==> src/rtl/cpu6_mmu_pkg.sv <==
// cpu6_mmu_pkg
// Shared types and constants for the CPU6 memory-management unit.
//   - Geometry: map-select width, logical page bits, physical page width.
//   - Page-table entry layout: [7] write-protect, [6:0] physical page.
//   - FSM state encoding shared by the top level.
package cpu6_mmu_pkg;

    localparam int MAP_BITS  = 3;                     // 2^MAP_BITS maps
    localparam int PAGE_BITS = 5;                     // logical page = cpu_addr[15:11]
    localparam int PPAGE_W   = 7;                     // physical page number width
    localparam int OFFSET_W  = 11;                    // 2 KB pages
    localparam int PADDR_W   = PPAGE_W + OFFSET_W;    // 18-bit physical address
    localparam int PT_AW     = MAP_BITS + PAGE_BITS;  // page-table index {map, page}

    localparam int WP_BIT    = 7;                     // entry write-protect flag
    localparam int PPAGE_MSB = 6;                     // entry physical page [6:0]

    typedef enum logic [1:0] {
        IDLE   = 2'd0,
        LOOKUP = 2'd1,
        BUS    = 2'd2,
        DONE   = 2'd3
    } state_t;

endpackage

==> src/rtl/cpu6_page_table.sv <==
// cpu6_page_table
// Page-table entry RAM: synchronous write, registered read. A read and a
// write to the same entry on one edge return the old contents (the read
// samples the array before the non-blocking write lands). Contents are
// deliberately not reset.
// Ports:
//   clock          rising-edge clock
//   we/waddr/wdata write port
//   re/raddr       read enable and index; rdata updates only when re=1
//   rdata          registered read data
module cpu6_page_table #(
    parameter int AW = 8,
    parameter int DW = 8
) (
    input  logic          clock,
    input  logic          we,
    input  logic [AW-1:0] waddr,
    input  logic [DW-1:0] wdata,
    input  logic          re,
    input  logic [AW-1:0] raddr,
    output logic [DW-1:0] rdata
);

    logic [DW-1:0] mem [0:(2**AW)-1];

    always_ff @(posedge clock) begin
        if (we) begin
            mem[waddr] <= wdata;
        end
        if (re) begin
            rdata <= mem[raddr];
        end
    end

endmodule

==> src/rtl/cpu6_mmu.sv <==
// cpu6_mmu
// Translates 16-bit logical CPU addresses into 18-bit physical addresses
// through a per-map page table, enforces per-page write protection and
// runs a req/ack handshake to memory that absorbs wait states.
// Ports:
//   clock, reset (async, active-low)
//   map_load/map_data        select the current map (next edge)
//   pt_we/pt_addr/pt_data    page-table write port, index {map, page}
//   xlat_en                  1 = translate, 0 = identity bypass
//   cpu_req/we/addr/wdata    access start pulse and its operands
//   cpu_busy/ready/fault     access status; cpu_rdata read result
//   xlat_hi                  {0, physical page of last lookup}
//   mem_req/we/addr/wdata    memory request, held until mem_ack
//   mem_rdata/mem_ack        memory response
module cpu6_mmu
    import cpu6_mmu_pkg::*;
(
    input  logic                clock,
    input  logic                reset,
    input  logic                map_load,
    input  logic [MAP_BITS-1:0] map_data,
    input  logic                pt_we,
    input  logic [PT_AW-1:0]    pt_addr,
    input  logic [7:0]          pt_data,
    input  logic                xlat_en,
    input  logic                cpu_req,
    input  logic                cpu_we,
    input  logic [15:0]         cpu_addr,
    input  logic [7:0]          cpu_wdata,
    output logic                cpu_busy,
    output logic                cpu_ready,
    output logic                cpu_fault,
    output logic [7:0]          cpu_rdata,
    output logic [7:0]          xlat_hi,
    output logic                mem_req,
    output logic                mem_we,
    output logic [PADDR_W-1:0]  mem_addr,
    output logic [7:0]          mem_wdata,
    input  logic [7:0]          mem_rdata,
    input  logic                mem_ack
);

    state_t                state_reg, state_next;
    logic [MAP_BITS-1:0]   map_sel_reg;
    logic                  we_reg;
    logic [15:0]           addr_reg;
    logic [7:0]            wdata_reg;
    logic [PPAGE_W-1:0]    ppage_reg;
    logic                  fault_reg;
    logic [7:0]            xlat_hi_reg;
    logic [7:0]            rdata_reg;
    logic                  fwd_hit_reg;
    logic [7:0]            fwd_data_reg;

    logic                  pt_re;
    logic [PT_AW-1:0]      pt_raddr;
    logic [7:0]            pt_rdata;
    logic [7:0]            entry;
    logic [PPAGE_W-1:0]    lookup_ppage;
    logic                  lookup_wp;
    logic                  lookup_fault;

    // The entry is fetched on the cpu_req edge using the map selected at
    // that moment, so LOOKUP has it in hand and can decide fault vs. bus.
    assign pt_re    = (state_reg == IDLE) && cpu_req;
    assign pt_raddr = {map_sel_reg, cpu_addr[15 -: PAGE_BITS]};

    cpu6_page_table #(
        .AW (PT_AW),
        .DW (8)
    ) u_page_table (
        .clock (clock),
        .we    (pt_we),
        .waddr (pt_addr),
        .wdata (pt_data),
        .re    (pt_re),
        .raddr (pt_raddr),
        .rdata (pt_rdata)
    );

    // A table write landing on the same edge as the fetch must still be
    // visible in LOOKUP, so it is forwarded around the RAM. Writes made
    // during LOOKUP itself do not affect the access in flight.
    assign entry = fwd_hit_reg ? fwd_data_reg : pt_rdata;

    always_comb begin
        if (xlat_en) begin
            lookup_ppage = entry[PPAGE_MSB:0];
            lookup_wp    = entry[WP_BIT];
        end else begin
            lookup_ppage = {{(PPAGE_W-PAGE_BITS){1'b0}}, addr_reg[15 -: PAGE_BITS]};
            lookup_wp    = 1'b0;
        end
        lookup_fault = we_reg && lookup_wp;
    end

    always_comb begin
        state_next = state_reg;
        cpu_busy   = 1'b0;
        cpu_ready  = 1'b0;
        cpu_fault  = 1'b0;
        mem_req    = 1'b0;
        mem_we     = 1'b0;
        case (state_reg)
            IDLE: begin
                if (cpu_req) begin
                    state_next = LOOKUP;
                end
            end
            LOOKUP: begin
                cpu_busy   = 1'b1;
                state_next = lookup_fault ? DONE : BUS;
            end
            BUS: begin
                cpu_busy = 1'b1;
                mem_req  = 1'b1;
                mem_we   = we_reg;
                if (mem_ack) begin
                    state_next = DONE;
                end
            end
            DONE: begin
                cpu_ready  = 1'b1;
                cpu_fault  = fault_reg;
                state_next = IDLE;
            end
            default: state_next = IDLE;
        endcase
    end

    always_ff @(posedge clock or negedge reset) begin
        if (!reset) begin
            state_reg    <= IDLE;
            map_sel_reg  <= '0;
            we_reg       <= 1'b0;
            addr_reg     <= '0;
            wdata_reg    <= '0;
            ppage_reg    <= '0;
            fault_reg    <= 1'b0;
            xlat_hi_reg  <= '0;
            rdata_reg    <= '0;
            fwd_hit_reg  <= 1'b0;
            fwd_data_reg <= '0;
        end else begin
            state_reg <= state_next;
            if (map_load) begin
                map_sel_reg <= map_data;
            end
            if (pt_re) begin
                we_reg       <= cpu_we;
                addr_reg     <= cpu_addr;
                wdata_reg    <= cpu_wdata;
                fwd_hit_reg  <= pt_we && (pt_addr == pt_raddr);
                fwd_data_reg <= pt_data;
            end
            if (state_reg == LOOKUP) begin
                ppage_reg   <= lookup_ppage;
                fault_reg   <= lookup_fault;
                xlat_hi_reg <= {1'b0, lookup_ppage};
            end
            if ((state_reg == BUS) && mem_ack && !we_reg) begin
                rdata_reg <= mem_rdata;
            end
        end
    end

    // Page and offset are concatenated, never added: the offset wraps
    // inside its 2 KB page.
    assign mem_addr  = {ppage_reg, addr_reg[OFFSET_W-1:0]};
    assign mem_wdata = wdata_reg;
    assign cpu_rdata = rdata_reg;
    assign xlat_hi   = xlat_hi_reg;

endmodule

==> config.mk <==
export PLATFORM = sky130hd
export DESIGN_NAME = cpu6_mmu
export DESIGN_NICKNAME = d
export VERILOG_FILES = /design/src/rtl/cpu6_mmu_pkg.sv /design/src/rtl/cpu6_page_table.sv /design/src/rtl/cpu6_mmu.sv
export SDC_FILE = /design/constraint.sdc
export NUM_CORES = 2
export LEC_CHECK = 0
export ABC_CLOCK_PERIOD_IN_PS = 3050
export BUFFER_PORTS_ARGS = -buffer_cell sky130_fd_sc_hd__buf_2
export CAP_MARGIN = 20
export CORE_MARGIN = 10
export CORE_UTILIZATION = 60
export CTS_BUF_LIST = sky130_fd_sc_hd__clkbuf_8
export CTS_CLUSTER_SIZE = 10
export DETAILED_ROUTE_END_ITERATION = 10
export PLACE_DENSITY = 0.85
export SLEW_MARGIN = 20
export SYNTH_ARGS = -nofsm -noshare
export SYNTH_HDL_FRONTEND = slang
export SYNTH_SLANG_ARGS = --single-unit
==> constraint.sdc <==
create_clock -name clock -period 3.05 [get_ports clock]
set_input_delay 0.7625 -clock clock [delete_from_list [all_inputs] [get_ports clock]]
set_output_delay 0.7625 -clock clock [all_outputs]
set_load 0.02 [all_outputs]
Word-level counts from Yosys, hierarchy flattened
Memories as Yosys holds them, arrays and structs flattened. A register that Yosys moved wholly into a read port is not among the register bits.
Cells that the tools add are included.
{"block": "op_classes", "reduce_logical": 9, "mux": 14, "eq_ne": 6}
{"operator": "$mux 1", "count": 9}
{"operator": "$eq 8x8->1", "count": 1}
{"operator": "$mux 8", "count": 1}
{"operator": "$pmux 2 s4", "count": 1}
{"operator": "$mux 7", "count": 1}
{"operator": "$logic_and 1x1->1", "count": 5}
{"operator": "$eq 2x2->1 const B", "count": 2}
{"operator": "$mux 2", "count": 2}
{"operator": "$ne 2x2->1 const B", "count": 2}
{"operator": "$eq 2x1->1 const B", "count": 1}
{"operator": "$logic_not 2->1", "count": 1}
{"operator": "$reduce_and 2->1", "count": 1}
{"operator": "$reduce_or 2->1", "count": 1}
{"operator": "$logic_not 1->1", "count": 1}
{"block": "word_totals", "word_cells": 40, "mem_bits_rw": 2048, "out_inout_bits": 47, "reg_bits": 55, "mem_count": 1}
{"name": "u_page_table.mem", "words": 256, "word_bits": 8, "rd": 1, "rd_clocked_by_memory_dff": 1, "write_ports": 1, "line": "cpu6_page_table.sv:24", "text": "logic [DW-1:0] mem [0:(2**AW)-1];"}

Depth between registers and ports, before layout
{"block": "depth", "ltp_word": 5, "mapped_depth": 11, "ltp_nobuf": 6}

Hierarchy
Synthesis repeated with hierarchy kept, for this count alone.
{"block": "unflattened", "cells_unflattened": 3922, "hier_area_um2": 82320.2}
{"mod": "cpu6_page_table", "cells_per_inst": 3733, "n_inst": 1, "seq_area_each_um2": 61739.2, "area_each_um2": 79636.4}
{"mod": "cpu6_mmu", "cells_per_inst": 189, "n_inst": 1, "seq_area_each_um2": 1376.3, "area_each_um2": 2683.8}

Worst setup path after synthesis
OpenSTA, ideal clock, no wires.
{"block": "synth_timing", "kind": "input -> register", "start": "input cpu_addr[11]", "end": "register u_page_table.rdata[5] (read register of u_page_table.mem), data pin", "slack_ns": 0.252, "t_arrival_ns": 2.534, "path_stages": 9, "n_path_buf": 4, "setup_time_ns": 0.264, "required_time_ns": 2.786, "cell_sequence": "buf_6 -> buf_12 -> buf_8 -> buf_6 -> mux4_2 -> a22oi_1 -> a21oi_1 -> nor4_1 -> nor3_2"}
{"item": "from (decl)", "line": "cpu6_mmu.sv:28", "text": "input logic [15:0] cpu_addr,"}
{"item": "to (decl)", "line": "cpu6_page_table.sv:21", "text": "output logic [DW-1:0] rdata"}

==> qor.txt <==
Status - finished clean
CP delay by family, top - simple AND/OR/NAND/NOR gates
Final setup fails - 0
Final Hold Fails - 0
Fmax - 331 MHz
WP data arrival - 3760 ps
Filler cells - 7332
Final cell count without fillers - 6904
Syn. warnings - 0
Avg Synthesized Cell Area - 20.5 um2
WHS Path Cells - 2
Clk_skew - 48.9 ps
Worst-Skew Late Latency - 1010 ps
Largest register FFs - 2048
Initial Utilization - 60.2%
Syn Nets - 4084
Top_reg_cell synth - edfxtp_1
Fin area - 0.0955 mm2
Worst Hold Class - input port to flip-flop
Synth cell types - 67
DRT iter0 DRCs - 7866
CP max stage delay - 510 ps
Cells after Synth - 4020
CP Class - flip-flop to flip-flop
Number of global-route vias before repair - 47787
Top sig layer - met5
Setup crit start kind - flip-flop
Unrepaired setup endpoints after global routing - false
Clock tree buffer depth - 4
Clock buffers created by TritonCTS - 323
Die ar. - 0.153 mm2
Synth top area share - 74.8%
Peak supply drop - 495 uV
Gr usage total - 28.8%
Post-DP Area - 0.0895 mm2
Flop pwr share - 55.5%
Hold_ws - 84.0 ps
Crit share post-route - 98.9%
Placed insts - 6312
Area Overhead vs Synth - 15.6%
Wire length on met3 - 29.0 mm
Worst rel slew slack - 45.9%
Comb pwr share - 8.7%
Core area - 0.137 mm2
CP Data Required Time - 3790 ps
Initial antenna violation count - 14
DRT Pass-1 Iters - 8
Critical path cell sequence - buf_4 -> nor2_1 -> o21ai_0 -> nor4_1 -> o22ai_1 -> nor2_1 -> buf_4 -> nor4_2
Largest net degree at the start of global routing - 109
DP Wirelength - 138 mm
Setup WS pre-CTS - -760 ps
Static Leak - 0.0322 uW
Wire length on met2 - 107 mm
Cell taking the most area after synthesis - edfxtp_1
Nets - 4942
Internal power - 44700 uW
Num ports - 106
Die width - 391 um
Worst setup margin - 32.4 ps
Post-DR vias/cell - 6.85
Total of max-cap violations - 0
Cell depth of the worst setup path - 8
Gr ovfl total - 0
Routed len/inst - 32.0 um
Register bit total from synthesis - 2111
GP Congestion - 0.926
Final Util - 69.6%
Async set-reset flop share out of synthesis - 2.61%
Measured slew at the worst slew-check pin - 809 ps
Switch Pwr - 13900 uW
Sw Share - 23.7%
M1 WL - 71.2 mm
DRT Wirelength - 221 mm
Slowest CP cell - nor2_1
FF-to-FF path depth - 8
Sequential fraction of the synthesis area - 76.4%
Worst Path Max Fanout - 9
Number of remaining DRC errors - 0
Clk slew on worst S/H paths - 70 ps
Post-CTS setup buffer count - 0
Root Driver - clkbuf_8
Post-Syn Area - 0.0826 mm2
# clock sinks - 2111
Synth top cells by count - edfxtp_1, mux4_2, nor2_1
Num rows - 136
CP Capture Type - flip-flop
Slew Viols, Final - 0
Routed Antenna Nets - 0
P per Cell Area - 614 mW/mm2
CTS tree - done
Minimum clock period - 3020 ps
First-pass GRT wire length - 323 mm
Largest cells by area after synthesis - edfxtp_1, mux4_2, mux2i_1
CP bufs+invs - 2
Port buffer count - 104
Die Span Y - 391 um
Layout cells sized above 1 - 32.3%
Routed via count - 47309
Clock power share - 35.7%
Most common cell in the synthesized netlist - edfxtp_1
EDFF count, synth - 2056
CTS H-tree lvls - 5
through the flow:
step                setup TNS (ps)  power, uW
finish                           0      58600
global route                     0      60200
CTS                              0      58600
detailed placement           -5110      38000
global placement             -4740      37800
floorplan                        0      35900
cells in the final DEF, fill, tap and decap left out, drive strengths merged, types with 36 or more instances in the layout:
cell	Yosys	routed
edfxtp	2056	2056
buf	147	763
mux4	419	419
clkbuf	126	344
nor2	293	293
mux2i	196	196
inv	13	119
clkinv	0	93
a22oi	84	84
a21oi	83	83
nand2	62	62
dfrtp	55	55
o221ai	55	55
mux2	53	53
o22ai	48	48
nand3	40	40
a22o	37	37
a221oi	36	36
area by class of cell:
cell class | count | area (um2) | share of cell area [%]
inverter | 13 | 48.8 | 0.0511
clock inverter | 209 | 950 | 0.995
sequential | 2111 | 63100 | 66.1
clock buffer | 336 | 4620 | 4.84
antenna | 12 | 30.0 | 0.0315
timing repair buffer | 806 | 6790 | 7.12
multi-input combinational | 1623 | 17700 | 18.5
tap | 1794 | 2240 | 2.35
routing by layer:
layer / GRT usage [%] / vias to the layer above
li1: - / 18431
met1: 35.8 / 23667
met2: 45.9 / 4308
met3: 8.43 / 893
met4: 15.8 / 10
met5: 0 / -
power by group through the flow:
stage | logic (uW) | clock network (uW) | registers [uW]
finish | 5130 | 20900 | 32500
global route | 5330 | 22400 | 32600
CTS | 5010 | 21000 | 32500
detailed placement | 4910 | 0 | 33100
global placement | 4740 | 0 | 33100
floorplan | 2640 | 0 | 33200
final timing paths:
check	from	end	slack, ps
setup / recovery	map_sel_reg[2]$_DFFE_PN0P_	u_page_table.rdata[3]$_DFFE_PP_	30
hold / removal	mem_rdata[7]	cpu_rdata[7]$_DFFE_PN0P_	80
setup reg to reg	map_sel_reg[2]$_DFFE_PN0P_	u_page_table.rdata[3]$_DFFE_PP_	30
hold reg to reg	cpu_rdata[7]$_DFFE_PN0P_	cpu_rdata[7]$_DFFE_PN0P_	500
max in group asynchronous	reset	addr_reg[14]$_DFFE_PN0P_	2150
min in group asynchronous	reset	addr_reg[13]$_DFFE_PN0P_	190
timing repair:
item                                    CTS  global route
resized for setup                         1             2
endpoints found under the hold margin    57             0
endpoints found under the setup margin    1             2
hold buffers                             35             0
kinds of logic after synthesis:
logic type	share of synthesized area, %
DFF	76.4
muxes	14.6
and+or+nand+nor	2.77
AOI/OAI and AO/OA	3.81
buffers and inverters	2.24
xor gates and xnor gates	0.0849
adders and majority gates	0.0758
other	0.00454
No activity file was read; power rests on OpenSTA's default activity.
